==> src/rtl/systolic_pkg.sv <==
// Shared types and constants for the 2x2 systolic array job sequencer.
// Matrices are packed row-major as {X22,X21,X12,X11}; elem_lsb() gives the
// bit offset of an element so every file slices them the same way.
package systolic_pkg;

  localparam int DATA_W_DEF = 8;
  localparam int ACC_W_DEF  = 32;

  // FEED step on which each result diagonal is complete at the array outputs
  // (before any extra array pipeline latency is added).
  localparam int T_PUSH11   = 2;
  localparam int T_PUSHEDGE = 3;
  localparam int T_PUSH22   = 4;

  typedef enum logic [1:0] {
    S_IDLE   = 2'd0,
    S_CLEAR  = 2'd1,
    S_FEED   = 2'd2,
    S_RESULT = 2'd3
  } sctrl_state_t;

  // Bit offset of element (row, col) in a packed 2x2 matrix of width-w entries.
  function automatic int elem_lsb(input int row, input int col, input int w);
    return ((row * 2) + col) * w;
  endfunction

endpackage

==> src/rtl/systolic_ctrl_if.sv <==
// Host-side job interface of systolic_ctrl: operand handshake in, result
// handshake out. With SYSTOLIC_CTRL_ACCUM_EN defined an extra accum bit
// travels with the job and tells the controller to keep the accumulators.
interface systolic_ctrl_if
  import systolic_pkg::*;
#(
  parameter int DATA_W = DATA_W_DEF,
  parameter int ACC_W  = ACC_W_DEF
);

  logic                in_valid;
  logic                in_ready;
  logic [4*DATA_W-1:0] a_mat;
  logic [4*DATA_W-1:0] b_mat;
  logic                out_valid;
  logic                out_ready;
  logic [4*ACC_W-1:0]  c_mat;
`ifdef SYSTOLIC_CTRL_ACCUM_EN
  logic                accum;

  modport master (output in_valid, a_mat, b_mat, accum, out_ready,
                  input  in_ready, out_valid, c_mat);
  modport slave  (input  in_valid, a_mat, b_mat, accum, out_ready,
                  output in_ready, out_valid, c_mat);
`else
  modport master (output in_valid, a_mat, b_mat, out_ready,
                  input  in_ready, out_valid, c_mat);
  modport slave  (input  in_valid, a_mat, b_mat, out_ready,
                  output in_ready, out_valid, c_mat);
`endif

endinterface

==> src/rtl/sctrl_skew_mux.sv <==
// Step-to-operand schedule for the 2x2 array. Row i of A enters at a<i>X and
// column j of B at bX<j>, each delayed by one step per row/column so the
// partial products meet in the right PE. Everything outside the schedule is 0.
module sctrl_skew_mux
  import systolic_pkg::*;
#(
  parameter int DATA_W = DATA_W_DEF,
  parameter int T_W    = 3
) (
  input  logic                feed,
  input  logic [T_W-1:0]      t,
  input  logic [4*DATA_W-1:0] a_mat,
  input  logic [4*DATA_W-1:0] b_mat,
  output logic [DATA_W-1:0]   a1X,
  output logic [DATA_W-1:0]   a2X,
  output logic [DATA_W-1:0]   bX1,
  output logic [DATA_W-1:0]   bX2
);

  logic [DATA_W-1:0] a11, a12, a21, a22;
  logic [DATA_W-1:0] b11, b12, b21, b22;

  assign a11 = a_mat[elem_lsb(0, 0, DATA_W) +: DATA_W];
  assign a12 = a_mat[elem_lsb(0, 1, DATA_W) +: DATA_W];
  assign a21 = a_mat[elem_lsb(1, 0, DATA_W) +: DATA_W];
  assign a22 = a_mat[elem_lsb(1, 1, DATA_W) +: DATA_W];
  assign b11 = b_mat[elem_lsb(0, 0, DATA_W) +: DATA_W];
  assign b12 = b_mat[elem_lsb(0, 1, DATA_W) +: DATA_W];
  assign b21 = b_mat[elem_lsb(1, 0, DATA_W) +: DATA_W];
  assign b22 = b_mat[elem_lsb(1, 1, DATA_W) +: DATA_W];

  // Select the wavefront for the current step; idle steps drive zeros.
  always_comb begin
    a1X = '0;
    a2X = '0;
    bX1 = '0;
    bX2 = '0;
    if (feed) begin
      if (t == T_W'(0)) begin
        a1X = a11;
        bX1 = b11;
      end else if (t == T_W'(1)) begin
        a1X = a12;
        a2X = a21;
        bX1 = b21;
        bX2 = b12;
      end else if (t == T_W'(2)) begin
        a2X = a22;
        bX2 = b22;
      end
    end
  end

endmodule

==> src/rtl/systolic_ctrl.sv <==
// Job sequencer for the 2x2 int8 systolic array: accepts an A/B pair, clears
// the array, feeds the skewed wavefronts, strobes each result diagonal into a
// holding register and offers the 2x2 product until the consumer takes it.
// Optional build macro: SYSTOLIC_CTRL_ACCUM_EN (accum bit skips CLEAR).
//
// state    | meaning
// ---------+-------------------------------------------------------------
// IDLE     | in_ready high, waiting for a job
// CLEAR    | one cycle of array_clr before feeding
// FEED     | step counter t = 0 .. 4+PIPE_LAT drives operands and pushes
// RESULT   | out_valid high, c_mat held until out_ready
module systolic_ctrl
  import systolic_pkg::*;
#(
  parameter int DATA_W   = DATA_W_DEF,
  parameter int ACC_W    = ACC_W_DEF,
  parameter int PIPE_LAT = 0
) (
  input  logic              clk,
  input  logic              reset,
  systolic_ctrl_if.slave    host,
  output logic              array_clr,
  output logic [DATA_W-1:0] a1X,
  output logic [DATA_W-1:0] a2X,
  output logic [DATA_W-1:0] bX1,
  output logic [DATA_W-1:0] bX2,
  output logic              push11,
  output logic              pushedge,
  output logic              push22,
  input  logic [ACC_W-1:0]  c11,
  input  logic [ACC_W-1:0]  c12,
  input  logic [ACC_W-1:0]  c21,
  input  logic [ACC_W-1:0]  c22,
  output logic              busy
);

  localparam logic [1:0] ST_IDLE   = S_IDLE;
  localparam logic [1:0] ST_CLEAR  = S_CLEAR;
  localparam logic [1:0] ST_FEED   = S_FEED;
  localparam logic [1:0] ST_RESULT = S_RESULT;

  localparam int             T_W    = $clog2(T_PUSH22 + PIPE_LAT + 1);
  localparam logic [T_W-1:0] T_LAST = T_W'(T_PUSH22 + PIPE_LAT);

  logic [1:0]          state;
  logic [T_W-1:0]      t;
  logic [4*DATA_W-1:0] a_q;
  logic [4*DATA_W-1:0] b_q;
  logic [4*ACC_W-1:0]  c_q;
  logic                skip_clear;
  logic                feed;

`ifdef SYSTOLIC_CTRL_ACCUM_EN
  assign skip_clear = host.accum;
`else
  assign skip_clear = 1'b0;
`endif

  // Job sequencing: capture operands on acceptance, step through the schedule.
  always_ff @(posedge clk or negedge reset) begin
    if (!reset) begin
      state <= ST_IDLE;
      t     <= '0;
      a_q   <= '0;
      b_q   <= '0;
    end else begin
      case (state)
        ST_IDLE: begin
          if (host.in_valid) begin
            a_q   <= host.a_mat;
            b_q   <= host.b_mat;
            t     <= '0;
            state <= skip_clear ? ST_FEED : ST_CLEAR;
          end
        end
        ST_CLEAR: begin
          t     <= '0;
          state <= ST_FEED;
        end
        ST_FEED: begin
          if (t == T_LAST) begin
            state <= ST_RESULT;
          end else begin
            t <= t + 1'b1;
          end
        end
        ST_RESULT: begin
          if (host.out_ready) begin
            state <= ST_IDLE;
          end
        end
        default: state <= ST_IDLE;
      endcase
    end
  end

  assign feed      = (state == ST_FEED);
  assign push11    = feed && (t == T_W'(T_PUSH11 + PIPE_LAT));
  assign pushedge  = feed && (t == T_W'(T_PUSHEDGE + PIPE_LAT));
  assign push22    = feed && (t == T_W'(T_PUSH22 + PIPE_LAT));
  assign array_clr = (state == ST_CLEAR);
  assign busy      = (state != ST_IDLE);

  assign host.in_ready  = (state == ST_IDLE);
  assign host.out_valid = (state == ST_RESULT);
  assign host.c_mat     = c_q;

  // Latch each result diagonal on its push strobe; values pass through untouched.
  always_ff @(posedge clk or negedge reset) begin
    if (!reset) begin
      c_q <= '0;
    end else begin
      if (push11) begin
        c_q[elem_lsb(0, 0, ACC_W) +: ACC_W] <= c11;
      end
      if (pushedge) begin
        c_q[elem_lsb(0, 1, ACC_W) +: ACC_W] <= c12;
        c_q[elem_lsb(1, 0, ACC_W) +: ACC_W] <= c21;
      end
      if (push22) begin
        c_q[elem_lsb(1, 1, ACC_W) +: ACC_W] <= c22;
      end
    end
  end

  sctrl_skew_mux #(
    .DATA_W (DATA_W),
    .T_W    (T_W)
  ) u_skew (
    .feed   (feed),
    .t      (t),
    .a_mat  (a_q),
    .b_mat  (b_q),
    .a1X    (a1X),
    .a2X    (a2X),
    .bX1    (bX1),
    .bX2    (bX2)
  );

endmodule

==> src/flat_wrapper.sv <==
// flat-port wrapper written by rule: the top's interface ports become plain ports
module systolic_ctrl_flat import systolic_pkg::*;
#(
  parameter int DATA_W   = DATA_W_DEF,
  parameter int ACC_W    = ACC_W_DEF,
  parameter int PIPE_LAT = 0
)
  (clk, reset, array_clr, a1X, a2X, bX1, bX2, push11, pushedge, push22, c11, c12, c21, c22, busy, host_in_valid, host_a_mat, host_b_mat, host_out_ready, host_in_ready, host_out_valid, host_c_mat);
  systolic_ctrl_if #(.DATA_W(DATA_W), .ACC_W(ACC_W)) host_i ();
  input  logic clk;
  input  logic reset;
  output logic array_clr;
  output logic [DATA_W-1:0] a1X;
  output logic [DATA_W-1:0] a2X;
  output logic [DATA_W-1:0] bX1;
  output logic [DATA_W-1:0] bX2;
  output logic push11;
  output logic pushedge;
  output logic push22;
  input  logic [ACC_W-1:0] c11;
  input  logic [ACC_W-1:0] c12;
  input  logic [ACC_W-1:0] c21;
  input  logic [ACC_W-1:0] c22;
  output logic busy;
  input wire logic [$bits(host_i.in_valid)-1:0] host_in_valid;
  input wire logic [$bits(host_i.a_mat)-1:0] host_a_mat;
  input wire logic [$bits(host_i.b_mat)-1:0] host_b_mat;
  input wire logic [$bits(host_i.out_ready)-1:0] host_out_ready;
  output wire logic [$bits(host_i.in_ready)-1:0] host_in_ready;
  output wire logic [$bits(host_i.out_valid)-1:0] host_out_valid;
  output wire logic [$bits(host_i.c_mat)-1:0] host_c_mat;
  assign host_i.in_valid = host_in_valid;
  assign host_i.a_mat = host_a_mat;
  assign host_i.b_mat = host_b_mat;
  assign host_i.out_ready = host_out_ready;
  assign host_in_ready = host_i.in_ready;
  assign host_out_valid = host_i.out_valid;
  assign host_c_mat = host_i.c_mat;
  systolic_ctrl #(.DATA_W(DATA_W), .ACC_W(ACC_W), .PIPE_LAT(PIPE_LAT)) u_core (.clk(clk), .reset(reset), .host(host_i), .array_clr(array_clr), .a1X(a1X), .a2X(a2X), .bX1(bX1), .bX2(bX2), .push11(push11), .pushedge(pushedge), .push22(push22), .c11(c11), .c12(c12), .c21(c21), .c22(c22), .busy(busy));
endmodule
==> config.mk <==
export PLATFORM = sky130hd
export DESIGN_NAME = systolic_ctrl_flat
export DESIGN_NICKNAME = d
export VERILOG_FILES = /design/src/rtl/systolic_pkg.sv /design/src/rtl/systolic_ctrl_if.sv /design/src/rtl/sctrl_skew_mux.sv /design/src/rtl/systolic_ctrl.sv /design/src/flat_wrapper.sv
export SDC_FILE = /design/constraint.sdc
export NUM_CORES = 1
export LEC_CHECK = 0
export ABC_CLOCK_PERIOD_IN_PS = 2600
export CAP_MARGIN = 10
export CORE_MARGIN = 3
export CORE_UTILIZATION = 42
export CTS_CLUSTER_DIAMETER = 80
export DETAILED_ROUTE_END_ITERATION = 7
export HOLD_SLACK_MARGIN = 0.03
export PLACE_DENSITY = 0.81
export REMOVE_ABC_BUFFERS = 1
export SETUP_SLACK_MARGIN = 0.4
export SYNTH_ARGS = -nofsm -noshare
export SYNTH_HDL_FRONTEND = slang
export SYNTH_SLANG_ARGS = --single-unit
export TNS_END_PERCENT = 30
==> constraint.sdc <==
create_clock -name clk -period 2.6 [get_ports clk]
set_input_delay 0.52 -clock clk [delete_from_list [all_inputs] [get_ports clk]]
set_output_delay 0.52 -clock clk [all_outputs]
set_load 0.01 [all_outputs]
==> Word level (Yosys, flattened, before mapping) <==
Index checks and enable logic that the tools add are counted.
Widths: inputs -> output; s select.
{ "op_classes": {"eq_ne": 11, "add_sub_neg": 1, "muxes": 21, "n_reduce_logical": 10} }
{ "ops": {"columns": ["op", "count"], "rows": [
  ["$mux 8", 14],
  ["$pmux 3 s3", 1],
  ["$ne 2x2->1 const B", 4],
  ["$pmux 2 s4", 1],
  ["$eq 3x2->1 const B", 2],
  ["$mux 2", 3],
  ["$mux 3", 2],
  ["$reduce_and 3->1", 2],
  ["$eq 2x2->1 const B", 2],
  ["$add 3x1->3 const B", 1],
  ["$eq 3x1->1 const B", 1],
  ["$eq 3x3->1 const B", 1],
  ["$logic_and 1x1->1", 3],
  ["$logic_not 3->1", 1],
  ["$reduce_bool 3->1", 1],
  ["$eq 2x1->1 const B", 1],
  ["$logic_not 2->1", 1],
  ["$reduce_and 2->1", 1],
  ["$reduce_bool 2->1", 1]
]} }
{ "totals": {"out_inout_bits": 167, "ff_bits": 197, "word_cells": 50, "inputBits": 196} }

==> Logic depth before layout (Yosys ltp) <==
{ "depth": {"word_depth": 5, "ltp_mapped": 8, "ltp_nobuf": 5} }

==> By module <==
Synthesis repeated with hierarchy kept, for this count alone.
{ "unflattened": {"hier_cells": 544, "area_unflattened_um2": 8323.0} }
{ "modules_own_cells": {"columns": ["module", "area_each_um2", "seq_area_each_um2", "cells_per_inst", "n_inst"], "rows": [
  ["systolic_ctrl", 7688.6, 4929.7, 450, 1],
  ["sctrl_skew_mux", 634.4, 0.0, 94, 1]
]} }

==> Least setup slack after synthesis <==
OpenSTA, ideal clock, no wires.
{ "synth_timing": {"path_type": "flip-flop to output port", "from": "reg u_core.t[0]", "to": "out a2X[0]", "path_stages_with_launch": 9, "path_slack_ns": 0.481, "required_ns": 2.080, "path_buffers": 3, "t_arrival_ns": 1.599, "cell_sequence": "dfrtp_1 -> inv_1 -> ha_1 -> nor2b_1 -> buf_4 -> nand2b_1 -> buf_6 -> buf_6 -> nor2_1"} }
{ "synth_between": {"elab_chain_len": 5} }
{ "synth_lines": {"columns": ["element", "line", "text"], "rows": [
  ["from (decl)", "systolic_ctrl.sv:46", "logic [T_W-1:0] t;"],
  ["from (signal assigned)", "systolic_ctrl.sv:84", "t <= t + 1'b1;"],
  ["$eq 3x2->1", "sctrl_skew_mux.sv:47", "end else if (t == T_W'(2)) begin"],
  ["$mux 8", "sctrl_skew_mux.sv:47", null],
  ["$mux 8", "sctrl_skew_mux.sv:42", "end else if (t == T_W'(1)) begin"],
  ["$mux 8 *", "sctrl_skew_mux.sv:39", "if (t == T_W'(0)) begin"],
  ["$mux 8 *", "sctrl_skew_mux.sv:38", "if (feed) begin"],
  ["to (decl)", "flat_wrapper.sv:14", "output logic [DATA_W-1:0] a2X;"]
]} }
Every way passes the cells marked *; elsewhere a longest branch is shown, timed or not.

==> Worst setup path in the final report <==
{ "layout_timing": {"from": "reg u_core.t[0]", "to": "out bX2[5]"} }
{ "layout_between": {"elab_chain_len": 5} }
{ "layout_lines": {"columns": ["element", "line", "text"], "rows": [
  ["$eq 3x2->1", "sctrl_skew_mux.sv:47", null],
  ["$mux 8", "sctrl_skew_mux.sv:47", null],
  ["$mux 8", "sctrl_skew_mux.sv:42", null],
  ["$mux 8 *", "sctrl_skew_mux.sv:39", null],
  ["$mux 8 *", "sctrl_skew_mux.sv:38", null],
  ["to (decl)", "flat_wrapper.sv:16", "output logic [DATA_W-1:0] bX2;"]
]} }
Marks and branches as above.

==> out/qor.csv <==
metric;value;unit
viasPerCell;4.81;
clk_pin_slew;0.07;ns
yosys.area.top_type;dfrtp_1;
dr.first_iter.drc_count;195;
worst_pin_slew;0.420;ns
worstHoldPathType;input pin to async pin;
clk_latency;0.42;ns
p_int;10200;uW
slew_violations;0;
yosys.area_share.adder;1.70;%
synth_mux_area_share;26.8;%
synth_top_area_share;60.7;%
maxCapViolations;0;
clockBufferDepth;2;
synth-xor-area-share;0;%
place_hpwl;16000;um
routabilityCongestion;0.803;
start_util;43.1;%
max-slew-margin-rel;72.0;%
utilization;68.6;%
vias;5746;
worst-endpoint-arrival;2.01;ns
synth.distinct_cells;28;
drc;0;
p_seq_share;37.2;%
period_share;97.4;%
syn_inst;532;
root_buffer;clkbuf_16;
fin_nets;1129;
synth_area_per_cell;15.3;um^2
dieWidth;145;um
yosysWarnings;0;
die-area;21000;um^2
design_area;12900;um^2
cts_buffers;17;
antenna_found_initial;1;
cellLeakagePower;0.00549;uW
synth_area;8120;um^2
synth.most_common_cell;dfrtp_1;
synth_top_family_by_area;multiplexers;
critPathLaunchType;register;
fmax;395;MHz
fin_skew;0.0126;ns
wl_per_cell;18.3;um
synth_edf_count;0;
pwr-share-comb;45.2;%
synth-seq-cells;197;
cellPowerDensity;1150;nW/um^2
outcome;complete, no violations;
drive_gt1_share;36.3;%
synth_compound_area_share;3.82;%
critPathMaxFanout;3;
ys_top_cells_by_area;dfrtp_1, mux2_2, a22oi_1, ha_1, buf_6;
path_class;register to primary output;
rsz0062_at_grt;yes;
yosys.area_share.simple;3.54;%
grt_pass1_vias;6391;
power_frac_clock;17.6;%
final.min_clock_period;2.53;ns
hold_viol;0;
grt_max_degree;65;
worst_ir_drop_vdd;643;uV
ys_top_cells_by_count;dfrtp_1, mux2_2, a22oi_1;
power.switching;4680;uW
grt.overflow.total;0;
ys_seq_area_share;60.7;%
swShare;31.5;%
num_io_pins;363;
holdWs;0.0511;ns
regToRegSetupSlack;0.67;ns
portBuffers;362;
cp.required;2.08;ns
synth_flop_cell;dfrtp_1;
grt_pass1_wl;34700;um
antenna_left;0;
firstDrtPassIters;4;
place_area;12100;um^2
timing.final.setup_violations;0;
grt_usage;20.8;%
async_reset_ff_share;100;%
setup.worst_path.end_class;primary output;
antennaDiodeCount;0;
wirelength;21900;um
htree_levels;4;
coreArea;18800;um^2
die_h;145;um
cts_tree;yes;
rows;50;
areaGrowthSynthToFinish;59.1;%
clock-sinks;197;
[cell families after synthesis]
logic type,Yosys count
AND/OR/NAND/NOR,49
AO/OA/AOI/OAI,41
buffers and inverters,41
flip-flops,197
adder cells (fa/ha/maj),11
multiplexers,193
[routing by layer]
layer  part of all wire [%]  track usage [%]  up-vias
met4                    2.2             6.37        2
li1                       -                -     2656
met2                     51             35.4      221
met1                     38             24.0     2833
met3                    8.9             8.78       34
met5                  0.059                0        -
[area by class of cell]
cell class	instances	area, um^2
Multi-Input combinational cell	294	3120
Clock inverter	12	135
Tap cell	260	325
Sequential cell	197	4930
Inverter	10	40.0
Clock buffer	20	447
Fill cell	1417	5920
Timing Repair Buffer	402	3910
[critical path, stage by stage, from the launching register on]
cell,delay (ns)
dfrtp_1,0.40
buf_6,0.13
ha_4,0.16
nor3b_4,0.26
buf_6,0.16
buf_6,0.10
buf_4,0.09
a22oi_1,0.05
nor2_1,0.09
buf_2,0.14
[stage by stage]
step	setup TNS [ns]	worst slack (ns)	cells	total power, uW
6_report	0	0.0673	1195	14900
5_1_grt	-0.183	-0.0403	1195	15800
3_5_place_dp	0	0.0355	1147	11900
2_1_floorplan	-35.31	-0.605	501	8270
4_1_cts	0	0.0645	1193	14800
3_3_place_gp	0	0.0861	1147	11700
[power by group through the flow]
stage | clock network, uW | logic, uW | registers, uW
2_1_floorplan | 0 | 2420 | 5850
3_3_place_gp | 0 | 6330 | 5420
3_5_place_dp | 0 | 6450 | 5500
4_1_cts | 2690 | 6680 | 5470
5_1_grt | 2830 | 7210 | 5730
6_report | 2610 | 6720 | 5530
[timing repair]
item	CTS	global route
setup endpoints to repair	39	39
pin swaps	8	22
buffers inserted	13	2
endpoints found under the hold margin	0	0
hold buffers	0	0
gates cloned	1	0
resized for setup	120	84
[cells in the final DEF (no fill, tap or decap), types with 3 or more instances in the layout]
cell	netlist	layout
clkdlybuf4s50_1	0	322
dfrtp_1	197	194
mux2_2	189	189
buf_2	8	30
a22oi_2	0	23
buf_4	9	19
nor2b_1	19	18
nor2_1	17	17
clkbuf_16	0	17
buf_6	11	17
a22oi_1	32	9
inv_1	10	6
ha_4	0	6
buf_12	0	6
mux2_1	4	4
ha_1	11	4
clkinv_4	0	4
inv_8	0	4
dlymetal6s2s_1	0	4
inv_2	0	3
dfrtp_2	0	3
[sequential cells by signal (all words and copies together) (netlist names)]
register           count
u_core.host.c_mat    128
u_core.a_q            32
u_core.b_q            32
u_core.t               3
u_core.state           2
[path summary, 6_finish.rpt]
path	from	to	cells past startpoint
worst min-delay path	reset	u_core.b_q[28]	1
worst max register to register	u_core.t[0]	u_core.host.c_mat[57]	7
min in group clk	u_core.host.c_mat[6]	u_core.host.c_mat[6]	1
max in group asynchronous	reset	u_core.b_q[27]	2
worst min register to register	u_core.host.c_mat[6]	u_core.host.c_mat[6]	1
worst max-delay path	u_core.t[0]	bX2[5]	9
Power figures use the tool's default switching activity.
